$ cat src/rtl/dac_serial_ctrl_if.sv
// Sample-pair handshake between the audio mixer (master) and dac_serial_ctrl (slave).
interface dac_serial_ctrl_if;
  logic [11:0] sample_1;
  logic [11:0] sample_2;
  logic        sample_valid;
  logic        sample_ready;

  modport master (
    output sample_1,
    output sample_2,
    output sample_valid,
    input  sample_ready
  );

  modport slave (
    input  sample_1,
    input  sample_2,
    input  sample_valid,
    output sample_ready
  );
endinterface

$ cat src/rtl/dac_serial_ctrl.sv
// Dual-channel 12-bit serial DAC driver: buffers one sample pair, shifts it out
// MSB-first on both data lines, then pulses load-enable to update the DAC.
module dac_serial_ctrl #(
  parameter int unsigned CLK_DIV     = 2,
  parameter int unsigned INIT_CYCLES = 4
) (
  input  logic             clk,
  input  logic             rst,
  dac_serial_ctrl_if.slave smp,
  output logic             dac_clk,
  output logic             dac_dat1,
  output logic             dac_dat2,
  output logic             dac_leb,
  output logic             dac_rst_b,
  output logic             busy,
  output logic             frame_done,
  output logic             underrun
);
  typedef enum logic [2:0] {INIT, IDLE, SHIFT, LATCH, GAP} state_e;

  localparam logic [7:0] DIV_LAST  = 8'(CLK_DIV - 1);
  localparam logic [7:0] INIT_LAST = 8'(INIT_CYCLES - 1);

  state_e      state_q;
  logic [7:0]  cnt_q;
  logic [3:0]  bit_q;
  logic [10:0] sh1_q, sh2_q;
  logic [11:0] buf1_q, buf2_q;
  logic        buf_full_q, buf_full_d, ready_q;
  logic        dclk_q, dat1_q, dat2_q, leb_q, rstb_q, busy_q, done_q, urun_q;
  logic        accept, load;

  // Accept and load never coincide: ready is only high while the buffer is empty.
  always_comb begin
    accept = smp.sample_valid && ready_q;
    load   = 1'b0;
    if (buf_full_q && (state_q == IDLE || (state_q == GAP && cnt_q == '0))) begin
      load = 1'b1;
    end
    buf_full_d = buf_full_q;
    if (accept) begin
      buf_full_d = 1'b1;
    end else if (load) begin
      buf_full_d = 1'b0;
    end
  end

  always_ff @(posedge clk) begin
    if (rst) begin
      state_q    <= INIT;
      cnt_q      <= INIT_LAST;
      bit_q      <= '0;
      sh1_q      <= '0;
      sh2_q      <= '0;
      buf1_q     <= '0;
      buf2_q     <= '0;
      buf_full_q <= 1'b0;
      ready_q    <= 1'b0;
      dclk_q     <= 1'b0;
      dat1_q     <= 1'b0;
      dat2_q     <= 1'b0;
      leb_q      <= 1'b1;
      rstb_q     <= 1'b0;
      busy_q     <= 1'b0;
      done_q     <= 1'b0;
      urun_q     <= 1'b0;
    end else begin
      buf_full_q <= buf_full_d;
      ready_q    <= !buf_full_d;
      done_q     <= 1'b0;
      urun_q     <= 1'b0;
      if (accept) begin
        buf1_q <= smp.sample_1;
        buf2_q <= smp.sample_2;
      end
      if (load) begin
        state_q <= SHIFT;
        sh1_q   <= buf1_q[10:0];
        sh2_q   <= buf2_q[10:0];
        dat1_q  <= buf1_q[11];
        dat2_q  <= buf2_q[11];
        bit_q   <= 4'd11;
        cnt_q   <= DIV_LAST;
        dclk_q  <= 1'b0;
        busy_q  <= 1'b1;
      end else begin
        case (state_q)
          INIT: begin
            if (cnt_q == '0) begin
              rstb_q  <= 1'b1;
              state_q <= IDLE;
            end else begin
              cnt_q   <= cnt_q - 8'd1;
              ready_q <= 1'b0;
            end
          end
          IDLE: ;
          SHIFT: begin
            if (cnt_q != '0) begin
              cnt_q <= cnt_q - 8'd1;
            end else begin
              cnt_q <= DIV_LAST;
              if (!dclk_q) begin
                dclk_q <= 1'b1;
              end else begin
                // Data only moves on the falling shift-clock edge.
                dclk_q <= 1'b0;
                if (bit_q == '0) begin
                  dat1_q  <= 1'b0;
                  dat2_q  <= 1'b0;
                  leb_q   <= 1'b0;
                  state_q <= LATCH;
                end else begin
                  bit_q  <= bit_q - 4'd1;
                  dat1_q <= sh1_q[10];
                  dat2_q <= sh2_q[10];
                  sh1_q  <= {sh1_q[9:0], 1'b0};
                  sh2_q  <= {sh2_q[9:0], 1'b0};
                end
              end
            end
          end
          LATCH: begin
            if (cnt_q != '0) begin
              cnt_q <= cnt_q - 8'd1;
            end else begin
              cnt_q   <= DIV_LAST;
              leb_q   <= 1'b1;
              done_q  <= 1'b1;
              state_q <= GAP;
            end
          end
          GAP: begin
            if (cnt_q != '0) begin
              cnt_q <= cnt_q - 8'd1;
            end else begin
              urun_q  <= 1'b1;
              busy_q  <= 1'b0;
              state_q <= IDLE;
            end
          end
          default: state_q <= INIT;
        endcase
      end
    end
  end

  assign smp.sample_ready = ready_q;
  assign dac_clk          = dclk_q;
  assign dac_dat1         = dat1_q;
  assign dac_dat2         = dat2_q;
  assign dac_leb          = leb_q;
  assign dac_rst_b        = rstb_q;
  assign busy             = busy_q;
  assign frame_done       = done_q;
  assign underrun         = urun_q;
endmodule

$ cat src/flat_wrapper.sv
// flat-port wrapper written by rule: the top's interface ports become plain ports
module dac_serial_ctrl_flat 
#(
  parameter int unsigned CLK_DIV     = 2,
  parameter int unsigned INIT_CYCLES = 4
)
  (clk, rst, dac_clk, dac_dat1, dac_dat2, dac_leb, dac_rst_b, busy, frame_done, underrun, smp_sample_1, smp_sample_2, smp_sample_valid, smp_sample_ready);
  dac_serial_ctrl_if smp_i ();
  input  logic clk;
  input  logic rst;
  output logic dac_clk;
  output logic dac_dat1;
  output logic dac_dat2;
  output logic dac_leb;
  output logic dac_rst_b;
  output logic busy;
  output logic frame_done;
  output logic underrun;
  input wire logic [$bits(smp_i.sample_1)-1:0] smp_sample_1;
  input wire logic [$bits(smp_i.sample_2)-1:0] smp_sample_2;
  input wire logic [$bits(smp_i.sample_valid)-1:0] smp_sample_valid;
  output wire logic [$bits(smp_i.sample_ready)-1:0] smp_sample_ready;
  assign smp_i.sample_1 = smp_sample_1;
  assign smp_i.sample_2 = smp_sample_2;
  assign smp_i.sample_valid = smp_sample_valid;
  assign smp_sample_ready = smp_i.sample_ready;
  dac_serial_ctrl #(.CLK_DIV(CLK_DIV), .INIT_CYCLES(INIT_CYCLES)) u_core (.clk(clk), .rst(rst), .smp(smp_i), .dac_clk(dac_clk), .dac_dat1(dac_dat1), .dac_dat2(dac_dat2), .dac_leb(dac_leb), .dac_rst_b(dac_rst_b), .busy(busy), .frame_done(frame_done), .underrun(underrun));
endmodule
$ cat config.mk
export PLATFORM = sky130hd
export DESIGN_NAME = dac_serial_ctrl_flat
export DESIGN_NICKNAME = d
export VERILOG_FILES = /design/src/rtl/dac_serial_ctrl_if.sv /design/src/rtl/dac_serial_ctrl.sv /design/src/flat_wrapper.sv
export SDC_FILE = /design/constraint.sdc
export NUM_CORES = 1
export LEC_CHECK = 0
export ABC_CLOCK_PERIOD_IN_PS = 2900
export CAP_MARGIN = 40
export CELL_PAD_IN_SITES_DETAIL_PLACEMENT = 0
export CELL_PAD_IN_SITES_GLOBAL_PLACEMENT = 1
export CORE_UTILIZATION = 45
export CTS_CLUSTER_SIZE = 20
export DETAILED_ROUTE_END_ITERATION = 6
export GPL_ROUTABILITY_DRIVEN = 1
export PLACE_DENSITY_LB_ADDON = 0.1
export REMOVE_ABC_BUFFERS = 1
export SLEW_MARGIN = 20
export SYNTH_ARGS = -nofsm -noshare
export SYNTH_HDL_FRONTEND = slang
export SYNTH_SLANG_ARGS = --single-unit
$ cat constraint.sdc
create_clock -name clk -period 2.9 [get_ports clk]
set_input_delay 0.29 -clock clk [delete_from_list [all_inputs] [get_ports clk]]
set_output_delay 0.29 -clock clk [all_outputs]
set_load 0.01 [all_outputs]
After elaboration in Yosys (flattened, before gate mapping) --
Cells that the tools add are included.
Cells by class: add/sub/neg operators 2, equality and inequality tests 23, bitwise gates (word level) 6, reductions and logical operators 30, muxes and demuxes 54
Operator list (number):
- $mux 11 | 10
- $mux 1 | 25
- $mux 8 | 3
- $pmux 8 s3 | 1
- $mux 4 | 5
- $mux 3 | 6
- $ne 3x2->1 const B | 5
- $pmux 3 s5 | 1
- $reduce_and 7->1 | 2
- $ne 2x1->1 const B | 6
- $reduce_and 3->1 | 4
- $ne 2x2->1 const B | 5
- $ne 3x1->1 const B | 3
- $logic_not 8->1 | 1
- $reduce_and 4->1 | 2
- $reduce_bool 2->1 | 4
- $reduce_bool 8->1 | 1
- $sub 8x1->8 const B | 1
- $eq 3x2->1 const B | 2
- $not 1->1 | 6
- $reduce_and 6->1 | 1
- $reduce_or 3->1 | 2
- $logic_not 4->1 | 1
- $mux 2 | 2
- other kinds (12) | 16
Storage, ports and cells: input port bits 27, register bits after elaboration 71, word-level logic and storage cells 135, output and inout port bits 9

Logic depth before layout (Yosys ltp) --
word-level depth 11, depth in mapped cells 9, gate-level depth less buffers 6

Worst setup path after synthesis --
No wires, ideal clock.
path type flip-flop to flip-flop, from register u_core.bit_q[0], to register u_core.sh2_q[5], clock period less this slack 1.880 ns, arrival 1.748 ns, path slack 1.020 ns, library setup time 0.132 ns, buffers on the path 3, required time 2.768 ns, stages on the path, launching flop included 10, cell sequence dfxtp_1 > inv_1 > ha_1 > or3b_1 > buf_2 > and4_1 > buf_6 > buf_6 > a211oi_1 > nor3_1
On the way: word-level cells in the longest chain between the ends 3
Ends and longest elaborated chain:
- from (decl) | RTL line dac_serial_ctrl.sv:26 | logic [3:0] bit_q;
- from (signal assigned) | RTL line dac_serial_ctrl.sv:114 | bit_q <= bit_q - 4'd1;
- $logic_not 4->1 | RTL line dac_serial_ctrl.sv:108 | if (bit_q == '0) begin
- $ne 2x1->1 (no line)
- $reduce_and 4->1 (no line)
- to (signal assigned) | RTL line dac_serial_ctrl.sv:79 | sh2_q <= buf2_q[10:0];
- to (signal assigned) | RTL line dac_serial_ctrl.sv:118 | sh2_q <= {sh2_q[9:0], 1'b0};
- to (decl) | RTL line dac_serial_ctrl.sv:27 | logic [10:0] sh1_q, sh2_q;
No other way between the ends. A chain may end at the register's enable or synchronous reset.

Final worst setup path --
from register u_core.cnt_q[0], to register u_core.sh1_q[8]
On the way: word-level cells in the longest chain between the ends 7, elaborated cells on any way between the ends 12, those cells by class eq/ne (2); mux (2); reduce/logical (8)
Ends and longest elaborated chain:
- from (decl) | RTL line dac_serial_ctrl.sv:25 | logic [7:0] cnt_q;
- from (signal assigned) | RTL line dac_serial_ctrl.sv:93 | cnt_q <= cnt_q - 8'd1;
- from (signal assigned) | RTL line dac_serial_ctrl.sv:100 | cnt_q <= cnt_q - 8'd1;
- from (signal assigned) | RTL line dac_serial_ctrl.sv:125 | cnt_q <= cnt_q - 8'd1;
- $logic_not 8->1 | RTL line dac_serial_ctrl.sv:37 | if (buf_full_q && (state_q == IDLE || (state_q == GAP && cnt_q == '0))) begin
- $logic_and 1x1->1 | RTL line dac_serial_ctrl.sv:37
- $logic_or 1x1->1 | RTL line dac_serial_ctrl.sv:37
- $logic_and 1x1->1 | RTL line dac_serial_ctrl.sv:37
- $mux 1 | RTL line dac_serial_ctrl.sv:37
- $ne 2x1->1 (no line) or $reduce_bool 2->1 (tied branches)
- $reduce_and 4->1 (no line)
- to (signal assigned) | RTL line dac_serial_ctrl.sv:78 | sh1_q <= buf1_q[10:0];
- to (signal assigned) | RTL line dac_serial_ctrl.sv:117 | sh1_q <= {sh1_q[9:0], 1'b0};
- to (decl) | RTL line dac_serial_ctrl.sv:27
Several ways; a longest one is shown, not always the timed one.

==> run metrics <==
status finished clean; WL met1 3.35 mm; critical path class reg -> reg; Synth Flop Type dfxtp_1; TritonCTS buffer count 9; Worst Tran Pin Value 659 ps; # diodes 0; setup repair after global routing missed its margin false; Syn Inst Count 397; TritonCTS clock tree built; Max-Slew Margin vs Limit 56.1%; layout cell share with drive strength beyond 1 8.22%; Layout area overhead 18.4%; core area 0.00687 mm2; Ports 36; design area 0.00383 mm2; drt wl/cell 13.8 um; final wirelength 7.22 mm; initial antenna violation count 0; Crit. End Element flip-flop; Psw 0.000791 W; Die ar. 0.00754 mm2; wire length on met3 140 um; total power 0.00243 W; Initial Util 47.2%; Crit path arrival time 2590 ps; PortBufs 35; clock tree root buffer cell clkbuf_8; synth warn 0; final critical-path required period 2340 ps; Mapped Area 0.00324 mm2; Pre-antenna DRT Iters 4; drt initial violations 143; Worst Path Max Fanout 19; # resized after CTS 0; syn_area_per_cell 8.16 um2; CTS max path bufs 2; Clock Skew 3.35 ps; #FFs+latches synth 71; GR Overflow Total 0; final setup fails 0; Pwr Density 633 mW/mm2; CTS H-tree depth 3; commonest non-fill, non-tap cell in the layout dfxtp_1; most frequent cells in the layout 71 x dfxtp_1, 60 x nand2_1, 42 x a21oi_1; clk_lat worst skew 330 ps; f_max 428 MHz; worst hold margin 457 ps; via count 2888; Comb pwr share 25.1%; Final Cycle Share 80.6%; Async SR Flop Fraction 0%; gp weighted congestion 0.817; Setup Fix Bufs, Post-CTS 0; largest net degree at the start of global routing 35; hold_buf cts 0; vias per cell 5.53; number of flops mapped to enable cells by yosys 0; Met2 Routed Length 3.62 mm; Die X 86.8 um; antenna-violating nets left 0; total global-route track usage 21.0%; setup tns final 0 ps; DP Area 0.00367 mm2; MaxCap Viol Count 0; Leak 1.35 nW; clk sink count 71; final core utilization 55.8%; number of remaining DRC errors 0; switching share of power 32.6%; first-pass GRT wire length 12.4 mm; Max Slew Vio Count 0; Worst-path clk slew 70 ps; hpwl dp 4.81 mm; Distinct cells, synth 50; Sequential Power Share 47.7%; number of global-route vias before repair 2709; Hold WC Path Type reg -> reg; Die Y 86.8 um; critical path data required time 3150 ps; uppermost layer routed met4; sequential area share after synthesis 43.9%; Peak VDD IR 270 uV; Internal 0.00163 W; CP startpoint kind flip-flop; Rows 30; Clk network pwr share 27.2%; nets@finish 455; Hold Vio Cnt, Final 0
## synth_stat cells (3+ instances only)
library cell	n	share of area, %
dfxtp_1	71	44
nand2_1	60	7.0
a21oi_1	42	6.5
nor2_1	31	3.6
inv_1	23	2.7
nor3_1	22	3.4
a211oi_1	19	4.4
clkbuf_1	19	2.2
a41oi_1	17	4.6
buf_2	10	1.5
o21ai_0	6	0.93
or3_1	6	1.2
a31oi_1	5	0.97
nor2b_1	5	0.97
buf_6	4	1.4
ha_1	4	1.5
nand2b_1	4	0.77
or4_1	4	0.93
nand3_1	3	0.46
nor4bb_1	3	0.93
o211ai_1	3	0.70
xor2_1	3	0.81
## worst max-delay path: stages (launching register included)
cell      delay [ps]
dfxtp_1          340
inv_1            120
ha_1             170
nor4b_4          230
buf_4            280
and4_1           610
buf_4            250
a211oi_1          70
nor3_1           180
## power groups by stage
stage               sequential [W]  clock, W  combinational (W)
floorplan                  0.00115         0           0.000371
global placement           0.00117         0           0.000581
detailed placement         0.00118         0           0.000601
CTS                        0.00116  0.000679           0.000604
global route               0.00117  0.000724           0.000688
finish                     0.00116  0.000660           0.000609
## logic make-up (layout without fill, tap and decap cells)
| logic type | after synthesis | count (layout) | synth area share [%] |
|---|---|---|---|
| buffers and inverters | 58 | 87 | 8.15 |
| muxes | 1 | 1 | 0.309 |
| xor gates and xnor gates | 5 | 5 | 1.35 |
| DFF | 71 | 71 | 43.9 |
| adders and majority gates | 4 | 4 | 1.55 |
| AOI/OAI and AO/OA | 106 | 106 | 21.9 |
| and+or+nand+nor | 152 | 152 | 22.9 |
## flip-flops by register name, summed over array words and instances (netlist names), 3 cells and up
| name | count |
|---|---|
| u_core.bit_q | 4 |
| u_core.sh1_q | 11 |
| u_core.state_q | 3 |
| u_core.sh2_q | 11 |
| u_core.buf2_q | 12 |
| u_core.buf1_q | 12 |
| u_core.cnt_q | 8 |
## stage by stage
stage / setup slack [ps] / std cells
floorplan: -664 / 362
global placement: 678 / 507
detailed placement: 580 / 508
CTS: 557 / 521
global route: 344 / 522
finish: 563 / 522
## area by class of cell
class,count,area [um2]
sequential,71,1420
clock buffer,12,145
clock inverter,1,7.51
timing repair buffer,51,480
fill,675,3030
multi-input combinational,268,1570
inverter,23,86.3
tap,96,120
## worst paths after layout
path	startpoint	end	slack [ps]	depth (start not counted)
setup reg to reg	u_core.cnt_q[0]	u_core.sh1_q[8]	560	8
setup / recovery	u_core.cnt_q[0]	u_core.sh1_q[8]	560	8
hold / removal	u_core.buf2_q[2]	u_core.buf2_q[2]	460	2
hold reg to reg	u_core.buf2_q[2]	u_core.buf2_q[2]	460	2
## metal layers
layer  up-vias  track usage (%)
met4         0             8.33
met5         -                0
met3        11             3.52
met2        37             35.8
met1      1381             26.2
li1       1459                -
Note: power is estimated with default switching activity, not from simulation.
